## config.mk

```make
export PLATFORM = sky130hd
export DESIGN_NAME = mole_hit_judge_flat
export DESIGN_NICKNAME = d
export VERILOG_FILES = /design/src/rtl/mole_hit_judge_if.sv /design/src/rtl/mole_hit_judge.sv /design/src/flat_wrapper.sv
export SDC_FILE = /design/constraint.sdc
export NUM_CORES = 1
export LEC_CHECK = 0
export CORE_MARGIN = 5
export CORE_UTILIZATION = 60
export DETAILED_ROUTE_END_ITERATION = 8
export PLACE_DENSITY = 0.94
export SKIP_LAST_GASP = 1
export SYNTH_ARGS = -nofsm -noshare
export SYNTH_HDL_FRONTEND = slang
export SYNTH_SLANG_ARGS = --single-unit
```

## constraint.sdc

```tcl
create_clock -name clock -period 5.35 [get_ports clock]
set_input_delay 1.07 -clock clock [delete_from_list [all_inputs] [get_ports clock]]
set_output_delay 1.07 -clock clock [all_outputs]
set_load 0.1 [all_outputs]
```

## src/rtl/mole_hit_judge_if.sv

```systemverilog
// Generator-to-judge mole index handshake: the judge raises mole_req and the
// generator answers with a one-cycle mole_valid strobe qualifying mole_idx.
interface mole_hit_judge_if;
   logic       mole_req;
   logic       mole_valid;
   logic [1:0] mole_idx;

   modport master (input mole_req, output mole_valid, output mole_idx);
   modport slave  (output mole_req, input mole_valid, input mole_idx);
endinterface

```

## src/rtl/mole_hit_judge.sv

```systemverilog
// Mole selection consumer and hit judge: lights one mole per round, scores key hits and timeouts.
// Optional macro WHACK_MISS_PENALTY_EN: a wrong-key-only press during SHOW decrements the score.
module mole_hit_judge #(
   parameter int SHOW_CYCLES = 25_000_000,
   parameter int GAP_CYCLES  = 12_500_000,
   parameter int SCORE_W     = 8
) (
   input  logic               clock,
   input  logic               Reset,
   input  logic               enable_i,
   mole_hit_judge_if.slave    mole_bus,
   input  logic [3:0]         keys_i,
   output logic [3:0]         mole_leds_o,
   output logic [SCORE_W-1:0] score_o,
   output logic [SCORE_W-1:0] miss_count_o,
   output logic               hit_pulse_o,
   output logic               miss_pulse_o
);

   localparam int MAX_CYC = (SHOW_CYCLES > GAP_CYCLES) ? SHOW_CYCLES : GAP_CYCLES;
   localparam int TIMER_W = (MAX_CYC > 2) ? $clog2(MAX_CYC) : 1;
   localparam logic [TIMER_W-1:0] SHOW_LOAD = TIMER_W'(SHOW_CYCLES - 1);
   localparam logic [TIMER_W-1:0] GAP_LOAD  = TIMER_W'(GAP_CYCLES - 1);
   localparam logic [SCORE_W-1:0] SCORE_MAX = '1;

   typedef enum logic [1:0] {IDLE, REQ, SHOW, GAP} state_e;

   state_e             state_q, state_d;
   logic [TIMER_W-1:0] timer_q, timer_d;
   logic [1:0]         idx_q, idx_d;
   logic [3:0]         keys_q;
   logic [SCORE_W-1:0] score_q, score_d;
   logic [SCORE_W-1:0] miss_q, miss_d;
   logic               hit_q, hit_d;
   logic               missp_q, missp_d;

   logic [3:0] key_edge;
   logic       correct_edge;

   assign key_edge     = keys_i & ~keys_q;
   assign correct_edge = key_edge[idx_q];

`ifdef WHACK_MISS_PENALTY_EN
   logic wrong_edge;
   assign wrong_edge = (key_edge != 4'b0000) && !correct_edge;
`endif

   // keys_q resets high so keys held through reset never look like a fresh press
   always_ff @(posedge clock or posedge Reset) begin
      if (Reset) begin
         state_q <= IDLE;
         timer_q <= '0;
         idx_q   <= '0;
         keys_q  <= 4'b1111;
         score_q <= '0;
         miss_q  <= '0;
         hit_q   <= 1'b0;
         missp_q <= 1'b0;
      end else begin
         state_q <= state_d;
         timer_q <= timer_d;
         idx_q   <= idx_d;
         keys_q  <= keys_i;
         score_q <= score_d;
         miss_q  <= miss_d;
         hit_q   <= hit_d;
         missp_q <= missp_d;
      end
   end

   always_comb begin
      state_d = state_q;
      timer_d = timer_q;
      idx_d   = idx_q;
      score_d = score_q;
      miss_d  = miss_q;
      hit_d   = 1'b0;
      missp_d = 1'b0;
      if (!enable_i) begin
         state_d = IDLE;
      end else begin
         case (state_q)
            IDLE: state_d = REQ;
            REQ: begin
               if (mole_bus.mole_valid) begin
                  idx_d   = mole_bus.mole_idx;
                  timer_d = SHOW_LOAD;
                  state_d = SHOW;
               end
            end
            SHOW: begin
               // a correct press beats both a simultaneous wrong press and expiry
               if (correct_edge) begin
                  if (score_q != SCORE_MAX) score_d = score_q + 1'b1;
                  hit_d   = 1'b1;
                  timer_d = GAP_LOAD;
                  state_d = GAP;
               end else begin
`ifdef WHACK_MISS_PENALTY_EN
                  if (wrong_edge && score_q != '0) score_d = score_q - 1'b1;
`endif
                  if (timer_q == '0) begin
                     if (miss_q != SCORE_MAX) miss_d = miss_q + 1'b1;
                     missp_d = 1'b1;
                     timer_d = GAP_LOAD;
                     state_d = GAP;
                  end else begin
                     timer_d = timer_q - 1'b1;
                  end
               end
            end
            GAP: begin
               if (timer_q == '0) state_d = REQ;
               else               timer_d = timer_q - 1'b1;
            end
            default: state_d = IDLE;
         endcase
      end
   end

   assign mole_bus.mole_req = (state_q == REQ);
   assign mole_leds_o       = (state_q == SHOW) ? (4'b0001 << idx_q) : 4'b0000;
   assign score_o           = score_q;
   assign miss_count_o      = miss_q;
   assign hit_pulse_o       = hit_q;
   assign miss_pulse_o      = missp_q;

endmodule
```

## src/flat_wrapper.sv

```systemverilog
// flat-port wrapper written by rule: the top's interface ports become plain ports
module mole_hit_judge_flat 
#(
   parameter int SHOW_CYCLES = 25_000_000,
   parameter int GAP_CYCLES  = 12_500_000,
   parameter int SCORE_W     = 8
)
  (clock, Reset, enable_i, keys_i, mole_leds_o, score_o, miss_count_o, hit_pulse_o, miss_pulse_o, mole_bus_mole_req, mole_bus_mole_valid, mole_bus_mole_idx);
  mole_hit_judge_if mole_bus_i ();
  input  logic clock;
  input  logic Reset;
  input  logic enable_i;
  input  logic [3:0] keys_i;
  output logic [3:0] mole_leds_o;
  output logic [SCORE_W-1:0] score_o;
  output logic [SCORE_W-1:0] miss_count_o;
  output logic hit_pulse_o;
  output logic miss_pulse_o;
  output wire logic [$bits(mole_bus_i.mole_req)-1:0] mole_bus_mole_req;
  input wire logic [$bits(mole_bus_i.mole_valid)-1:0] mole_bus_mole_valid;
  input wire logic [$bits(mole_bus_i.mole_idx)-1:0] mole_bus_mole_idx;
  assign mole_bus_mole_req = mole_bus_i.mole_req;
  assign mole_bus_i.mole_valid = mole_bus_mole_valid;
  assign mole_bus_i.mole_idx = mole_bus_mole_idx;
  mole_hit_judge #(.SHOW_CYCLES(SHOW_CYCLES), .GAP_CYCLES(GAP_CYCLES), .SCORE_W(SCORE_W)) u_core (.clock(clock), .Reset(Reset), .enable_i(enable_i), .mole_bus(mole_bus_i), .keys_i(keys_i), .mole_leds_o(mole_leds_o), .score_o(score_o), .miss_count_o(miss_count_o), .hit_pulse_o(hit_pulse_o), .miss_pulse_o(miss_pulse_o));
endmodule
```

==> impl_metrics.toml, run 1 <==
[synth]
syn_area_mm2 = 0.002814
synth-warning-count = 0
synthFlopType = "sky130_fd_sc_hd__dfrtp_1"
synth.largest_area_cell = "sky130_fd_sc_hd__dfrtp_1"
synth_top_area_share_pct = 41.80
edff_count_synth = 0
synthArstFlopShare_pct = 100.0
postSynthAreaPerCell_um2 = 10.35
synth.area.top_cells = "sky130_fd_sc_hd__dfrtp_1 42%, sky130_fd_sc_hd__dfstp_2 3.7%, sky130_fd_sc_hd__ha_1 3.1%, sky130_fd_sc_hd__xor2_1 2.8%, sky130_fd_sc_hd__nand3_1 2.7%"
postSynthCellCount = 272
synth-seq-cells = 51
syn_nets = 289
yosysSeqAreaShare_pct = 45.53
yosysUniqueCellTypes = 61

[floorplan]
floorplan.core_area_mm2 = 0.004629
floorplan.initialDensity_pct = 60.78
die_area_mm2 = 0.006159
rows = 25
count_of_boundary_i_o_pins = 33
die-width_um = 78.48
die_h_um = 78.48

[worst_setup_path]
type_of_the_worst_setup_path = "reg -> out"
ff2ff_path_depth = 7
critical_path_arrival_ps = 2740
critical_path_peak_fanout = 12
reg2reg_to = "u_core.timer_q[1]"
timing.rr.start = "u_core.timer_q[0]"
setup.worst_path.start_class = "flip-flop"
worst-endpoint-required_ps = 4280
crit_path_end_kind = "output port"
reg2reg_setup_slack_ps = 1930

[power_and_ir_drop]
power.leakage_nw = 1.247
irDropWorstVdd_uv = 257.3
power.density_cell_area_mw_per_mm2 = 383.2

[clocking]
clock_sink_count = 51
total_clock_buffers_created_by_cts = 5
cts_max_path_buffers = 2
cts_h_tree_depth = 2
tritoncts = "yes"
clock_tree.root_cell = "sky130_fd_sc_hd__clkbuf_8"
cts_resized = 0
clkSlewWorstSetupHoldPaths_ps = 90
cts-hold-fix-buffers = 0
clock_latency_ps = 310
cts.repair_timing.setup_buffer_count = 0

[hold_path]
hold_wc_startpoint = "u_core.miss_count_o[6]"
hold_path_end = "u_core.miss_count_o[6]"
hold_depth = 1
worstHoldPathType = "reg -> reg"

[layout]
layout-area-overhead-vs-synth_pct = 15.38
antennaDiodeCount = 0
final_cell_mix = "47 x sky130_fd_sc_hd__dfrtp_1, 32 x sky130_fd_sc_hd__clkdlybuf4s50_1, 15 x sky130_fd_sc_hd__nand2_1, 15 x sky130_fd_sc_hd__nand3_1, 11 x sky130_fd_sc_hd__o21ai_0"
design.final.nets = 318
final_core_utilization_pct = 70.14
post_route_cells_drive_above_1_share_pct = 11.92
final_common_cell = "sky130_fd_sc_hd__dfrtp_1"
final_area_mm2 = 0.003247

[sta]
finalHoldViolCount = 0
final_min_period_over_clock_period_pct = 71.27
worst-slew-pin-transition_ps = 1146
finalSetupViolCount = 0
fmaxAchievable_ghz = 0.2623
grt_setup_unrepaired = "no"
slew_headroom_pct = 21.41
report.final.slew_viol_count = 0
finalCriticalPeriod_ps = 3813
worst_clock_skew_ps = 10.03
timing.setup.tns_ps = 0

[grt]
global_route.usage.total_pct = 21.92
initial_antenna_violation_count = 0
grt_pass1_vias = 2286
largest_net_degree_at_the_start_of_global_routing = 52
globalRoute.totalOverflow = 0
grt_pass1_wl_um = 10790

[route]
num_vias = 2387
drt-wirelength-per-cell_um = 17.93
wl_um = 6383
antenna_left = 0
violation_count_after_the_first_detailed_route_iteration = 180
post-route-drc-count = 0
first_pass_iters = 5
drt-vias-per-instance = 6.705

[place]
placement.io_buffers = 32
placedInstanceArea_mm2 = 0.003158
place_congestion = 0.8650
half_perimeter_wire_length_after_detailed_placement_um = 4389

[outcome]
status = "completed"

[job]
drv_cap = 0
[registers in the layout (all words and copies together), names as in the netlist]
signal,count
u_core.hit_pulse_o,1
u_core.idx_q,2
u_core.keys_q,4
u_core.miss_count_o,8
u_core.miss_pulse_o,1
u_core.score_o,8
u_core.state_q,2
u_core.timer_q,25
[synth_stat cells, drive strengths merged (3+ instances only)]
library cell / instances
a21oi: 8
a22o: 5
a31oi: 3
and3: 8
buf: 3
clkbuf: 8
dfrtp: 47
dfstp: 4
ha: 7
inv: 6
mux2: 4
mux2i: 3
nand2: 16
nand2b: 8
nand3: 15
nand4: 6
nor2: 9
nor3: 12
nor4: 9
nor4b: 4
o211ai: 3
o21ai: 12
o22a: 3
o31ai: 7
or3: 9
or4: 10
xnor2: 8
xor2: 9
[metal layers]
metal / part of all wire, % / up-vias / track usage [%]
met4: 1.8 / 0 / 6.643
met1: 43 / 1187 / 28.61
met3: 5.3 / 13 / 5.505
met5: 0 / - / 0
li1: - / 1098 / -
met2: 50 / 89 / 36.04
[area by class of cell]
type | instances | area [um^2]
timing repair buffer | 33 | 327.8
tap | 54 | 67.56
multi-input combinational | 204 | 1459
sequential | 51 | 1281
clock buffer | 5 | 68.82
fill | 336 | 1383
inverter | 6 | 22.52
clock inverter | 3 | 20.02
[worst max-delay path, cell delays in order (launching register included)]
cell and delay [ps]:
sky130_fd_sc_hd__dfrtp_1 440, sky130_fd_sc_hd__inv_1 110, sky130_fd_sc_hd__ha_1 430, sky130_fd_sc_hd__inv_1 150, sky130_fd_sc_hd__nor3_1 150, sky130_fd_sc_hd__clkdlybuf4s50_1 1160
[worst max path at each step]
stage / from / to / slack (ps) / cells after the start
after floorplan: u_core.state_q[0] / mole_leds_o[0] / 1550 / 4
after global placement: u_core.state_q[0] / mole_leds_o[0] / 2020 / 5
after detailed placement: u_core.state_q[0] / mole_leds_o[0] / 1920 / 5
after CTS: u_core.state_q[0] / mole_leds_o[0] / 1560 / 5
after global routing: u_core.state_q[0] / mole_leds_o[0] / 1450 / 5
final: u_core.state_q[0] / mole_leds_o[0] / 1540 / 5
[cells by family after synthesis]
kind of cell | share of synthesized area, %
flip-flops | 45.53
buffers and inverters | 2.623
AO/OA/AOI/OAI | 14.01
adder cells (fa/ha/maj) | 3.112
AND/OR/NAND/NOR | 25.83
multiplexers | 3.601
XOR/XNOR | 5.291
[through the flow]
stage           power, W  std cells  hold WS, ps  worst slack (ps)
6_report        0.001244        356        492.8              1537
5_1_grt         0.001315        356        525.1              1449
4_1_cts         0.001243        356        496.4              1555
3_5_place_dp    0.001014        348        481.4              1920
3_3_place_gp   0.0009924        348        472.1              2018
2_1_floorplan  0.0008936        272        496.2              1554
[report_power, final]
group	total, W	internal (W)	switching [W]	leakage, nW
clock	0.000221	0.0000912	0.000130	0.0402
combinational	0.000495	0.000163	0.000332	0.594
sequential	0.000528	0.000446	0.0000822	0.612
No activity file was read; power rests on OpenSTA's default activity.
==> run 2: changes to the inputs <==
Settings changed: CORE_UTILIZATION 60 to 56, PLACE_DENSITY 0.94 to 0.89.
Clock period 5.35 ns to 3.9 ns, I/O delays scaled along.
==> impl_metrics.toml, run 2 (synthesis results as in run 1) <==
[clocking]
clkSlewWorstSetupHoldPaths_ps = 90
cts_max_path_buffers = 2
cts.repair_timing.setup_buffer_count = 0
total_clock_buffers_created_by_cts = 5
tritoncts = "yes"
clock_tree.root_cell = "sky130_fd_sc_hd__clkbuf_8"
clock_sink_count = 51
cts-hold-fix-buffers = 0
cts_resized = 0
clock_latency_ps = 310
cts_h_tree_depth = 2

[hold_path]
hold_path_end = "u_core.miss_count_o[4]"
hold_wc_startpoint = "u_core.miss_count_o[4]"
worstHoldPathType = "reg -> reg"
hold_depth = 1

[worst_setup_path]
crit_slowest_cell = "sky130_fd_sc_hd__clkdlybuf4s50_1"
chain_of_cells_forming_the_critical_path = "inv_1, ha_1, clkdlybuf4s50_1"
critical_path.max_stage_delay_ps = 1150
ff2ff_path_depth = 7
setup.worst_path.start_class = "flip-flop"
worst-endpoint-required_ps = 3120
type_of_the_worst_setup_path = "reg -> out"
reg2reg_to = "u_core.timer_q[22]"
critical_path_peak_fanout = 4
timing.rr.start = "u_core.timer_q[0]"
crit_path_end_kind = "output port"
reg2reg_setup_slack_ps = 1000
critical_path_arrival_ps = 2170

[grt]
grt_pass1_vias = 2278
global_route.usage.total_pct = 20.65
largest_net_degree_at_the_start_of_global_routing = 52
globalRouteMet3Util_pct = 4.324
grtUsageMet2_pct = 32.59
grt_busiest_layer = "met2"
globalRoute.totalOverflow = 0
grt.met1_usage_pct = 28.21
initial_antenna_violation_count = 0
grt_pass1_wl_um = 10610

[floorplan]
floorplan.core_area_mm2 = 0.004786
die-width_um = 80.89
floorplan.initialDensity_pct = 58.80
count_of_boundary_i_o_pins = 33
die_h_um = 80.89
rows = 25
die_area_mm2 = 0.006542

[sta]
finalHoldViolCount = 0
slew_headroom_pct = 33.23
holdWs_ps = 493.7
timing.setup.tns_ps = 0
worst_clock_skew_ps = 8.980
finalSetupViolCount = 0
grt_setup_unrepaired = "no"
finalCriticalPeriod_ps = 2947
worst-slew-pin-transition_ps = 1000
fmaxAchievable_ghz = 0.3393
final_min_period_over_clock_period_pct = 75.57
report.final.slew_viol_count = 0
setup_slack_ps = 952.8

[layout]
design.final.nets = 319
layout-area-overhead-vs-synth_pct = 16.90
final_cell_mix = "47 x sky130_fd_sc_hd__dfrtp_1, 28 x sky130_fd_sc_hd__clkdlybuf4s50_1, 15 x sky130_fd_sc_hd__nand2_1, 15 x sky130_fd_sc_hd__nand3_1, 11 x sky130_fd_sc_hd__o21ai_0"
top_register = "u_core.timer_q"
final_common_cell = "sky130_fd_sc_hd__dfrtp_1"
register_area_mm2 = 0.001281
max_ffs_per_register = 25
post_route_cells_drive_above_1_share_pct = 13.53
filler_cell_count = 364
antennaDiodeCount = 0
area_of_combinational_cells_with_multiple_inputs_mm2 = 0.001459

[route]
drt-vias-per-instance = 6.286
violation_count_after_the_first_detailed_route_iteration = 212
wl_um = 6169
post-route-drc-count = 0
num_vias = 2326
antenna_left = 0
drt-wirelength-per-cell_um = 16.67
first_pass_iters = 4

[place]
place_congestion = 0.8817
placement.io_buffers = 32
half_perimeter_wire_length_after_detailed_placement_um = 4430
placement.setup.worst_slack_ps = 919.4

[power_and_ir_drop]
irDropWorstVdd_uv = 378.1
total_chip_power_w = 0.001772
power.leakage_nw = 1.280
power.density_cell_area_mw_per_mm2 = 538.7

[outcome]
status = "completed"

[job]
drv_cap = 0
run 2: cell types whose count changed in the layout (fill, tap and decap cells not counted), sizes merged:
cell           previous run  this run
clkbuf                    5         6
buf                       1         6
bufinv                    0         1
clkinvlp                  2         0
clkdlybuf4s50            32        28
run 2: area by class of cell:
cell class	count	area share (%)
Clock inverter	2	1.065
Sequential cell	51	38.95
Tap cell	67	2.549
Timing Repair Buffer	34	9.890
Clock buffer	6	2.510
Inverter	6	0.6847
Multi-Input combinational cell	204	44.35
run 2: how the worst max path moves through the flow:
stage                            from  slack, ps                 end  depth (start not counted)
floorplan           u_core.state_q[0]        390      mole_leds_o[0]                          4
global placement            keys_i[3]       1010   u_core.score_o[1]                          5
detailed placement           enable_i        920   u_core.timer_q[7]                          6
CTS                 u_core.state_q[1]        940   mole_bus_mole_req                          3
global route        u_core.timer_q[0]        740  u_core.timer_q[22]                          7
finish              u_core.state_q[1]        950   mole_bus_mole_req                          3
run 2: through the flow:
| step | utilization (%) | cell area [um^2] | cells |
|---|---|---|---|
| floorplan | - | 2814 | 272 |
| global placement | 66.27 | 3172 | 362 |
| detailed placement | 66.27 | 3172 | 362 |
| CTS | 68.73 | 3289 | 370 |
| global route | 68.73 | 3289 | 370 |
| finish | 68.73 | 3289 | 370 |
run 2: critical path: cells and delay by family, from the launching register on:
family / cells / cell delay [ps]
adders and majority gates: 1 / 190
DFF: 1 / 420
buffers and inverters: 2 / 1250
run 2: where the power goes:
| part | switching (W) | internal (W) |
|---|---|---|
| registers | 0.000114 | 0.000611 |
| clock network | 0.000168 | 0.000208 |
| logic | 0.000445 | 0.000226 |
run 2: metal layers:
| layer | wire length [um] | up-vias |
|---|---|---|
| met5 | 0 | - |
| met4 | 120 | 0 |
| met3 | 316 | 13 |
| met2 | 2970 | 72 |
| met1 | 2761 | 1142 |
| li1 | - | 1099 |
==> run 3: changes to the inputs <==
Clock period 3.9 ns to 3 ns, I/O delays scaled along.
==> impl_metrics.toml, run 3 (synthesis results as in run 1) <==
[route]
antenna_left = 0
num_vias = 2379
wl_um = 6506
drt-wirelength-per-cell_um = 17.17
drt-vias-per-instance = 6.277
post-route-drc-count = 0
violation_count_after_the_first_detailed_route_iteration = 157
first_pass_iters = 4

[worst_setup_path]
reg2reg_to = "u_core.timer_q[22]"
reg2reg_setup_slack_ps = 370
worst-endpoint-required_ps = 3190
crit_slowest_cell = "sky130_fd_sc_hd__o32ai_2"
cp_top_family = "compound AO/OA/AOI/OAI gates"
cp.buffers_inverters = 2
ff2ff_path_depth = 8
critical_path_arrival_ps = 2820
type_of_the_worst_setup_path = "reg -> reg"
crit_path_end_kind = "flip-flop"
critical_path_peak_fanout = 12
chain_of_cells_forming_the_critical_path = "inv_1, ha_1, nor4b_1, nand4b_1, buf_4, o32ai_2, o21ai_0, a221o_1"
critical_path.max_stage_delay_ps = 560
timing.rr.start = "u_core.timer_q[0]"
setup.worst_path.start_class = "flip-flop"

[place]
place_congestion = 0.8886
half_perimeter_wire_length_after_detailed_placement_um = 4751
placedCellCount = 371
placement.io_buffers = 32
placement.setup.worst_slack_ps = 154.5

[grt]
largest_net_degree_at_the_start_of_global_routing = 28
grt_pass1_vias = 2252
global_route.usage.total_pct = 21.34
initial_antenna_violation_count = 0
globalRoute.totalOverflow = 0
grt_pass1_wl_um = 10890

[hold_path]
hold_wc_startpoint = "u_core.miss_count_o[6]"
worstHoldPathType = "reg -> reg"
hold_depth = 1
hold_path_end = "u_core.miss_count_o[6]"

[power_and_ir_drop]
power.density_cell_area_mw_per_mm2 = 690.9
power.leakage_nw = 1.351
irDropWorstVdd_uv = 673.2
total_chip_power_w = 0.002277

[layout]
antennaDiodeCount = 0
top_register = "u_core.timer_q"
layout-area-overhead-vs-synth_pct = 17.12
filler_cell_count = 370
final_cells = 379
final_cell_mix = "47 x sky130_fd_sc_hd__dfrtp_1, 34 x sky130_fd_sc_hd__buf_4, 15 x sky130_fd_sc_hd__nand2_1, 15 x sky130_fd_sc_hd__nand3_1, 11 x sky130_fd_sc_hd__o21ai_0"
design.final.nets = 328
final_common_cell = "sky130_fd_sc_hd__dfrtp_1"
post_route_cells_drive_above_1_share_pct = 22.44
max_ffs_per_register = 25

[clocking]
clock_tree.root_cell = "sky130_fd_sc_hd__clkbuf_8"
total_clock_buffers_created_by_cts = 5
cts.repair_timing.setup_buffer_count = 0
clkSlewWorstSetupHoldPaths_ps = 90
cts_resized = 0
cts_max_path_buffers = 2
clock_sink_count = 51
tritoncts = "yes"
cts-hold-fix-buffers = 0
clock_latency_ps = 310
cts_h_tree_depth = 2

[sta]
final_min_period_over_clock_period_pct = 87.59
finalCriticalPeriod_ps = 2628
timing.setup.tns_ps = 0
slew_headroom_pct = 47.73
worst_clock_skew_ps = 11.26
worst-slew-pin-transition_ps = 768.8
report.final.slew_viol_count = 0
fmaxAchievable_ghz = 0.3806
setup_slack_ps = 372.4
finalSetupViolCount = 0
grt_setup_unrepaired = "no"
finalHoldViolCount = 0

[floorplan]
die-width_um = 80.89
die_area_mm2 = 0.006542
floorplan.initialDensity_pct = 58.80
floorplan.core_area_mm2 = 0.004786
count_of_boundary_i_o_pins = 33
rows = 25
die_h_um = 80.89

[job]
drv_cap = 0

[outcome]
status = "completed"
-- run 3: how the worst max path moves through the flow --
stage                      start                  to  slack (ps)  cells past startpoint
4_1_cts        u_core.timer_q[0]  u_core.timer_q[11]         240                      7
2_1_floorplan  u_core.state_q[0]      mole_leds_o[1]         160                      5
6_report       u_core.timer_q[0]  u_core.timer_q[22]         370                      8
5_1_grt        u_core.timer_q[0]  u_core.timer_q[22]         180                      8
3_3_place_gp           keys_i[3]  u_core.timer_q[11]         340                      6
3_5_place_dp           keys_i[1]  u_core.timer_q[11]         150                      6
-- run 3: final cells by class --
type | instances | area [um^2] | area share, %
clock buffers | 7 | 86.33 | 2.620
clock inverters | 1 | 8.758 | 0.2658
well taps | 67 | 83.83 | 2.544
flip-flops and latches | 51 | 1281 | 38.88
multi-input cells | 204 | 1468 | 44.53
repair buffers | 43 | 345.3 | 10.48
inverters | 6 | 22.52 | 0.6834
-- run 3: per-stage QoR --
| stage | hold slack (ps) | cell area [um^2] | utilization (%) |
|---|---|---|---|
| after detailed placement | 483.5 | 3197 | 66.80 |
| after floorplan | 496.2 | 2819 | - |
| after CTS | 495.8 | 3292 | 68.78 |
| after global placement | 476.3 | 3197 | 66.80 |
| final | 495.6 | 3296 | 68.86 |
| after global routing | 522.8 | 3296 | 68.86 |
-- run 3: power by group --
part           switching [W]  internal, W
Clock               0.000224     0.000189
Sequential          0.000147     0.000795
Combinational       0.000598     0.000324
Total               0.000969      0.00131
-- run 3: per-layer routing --
metal / vias up / GRT usage (%) / wire (um)
met4: 0 / 5.743 / 68
met3: 6 / 4.435 / 352
met1: 1200 / 28.27 / 2882
met5: - / 0 / 0
li1: 1116 / - / -
met2: 57 / 35.55 / 3202
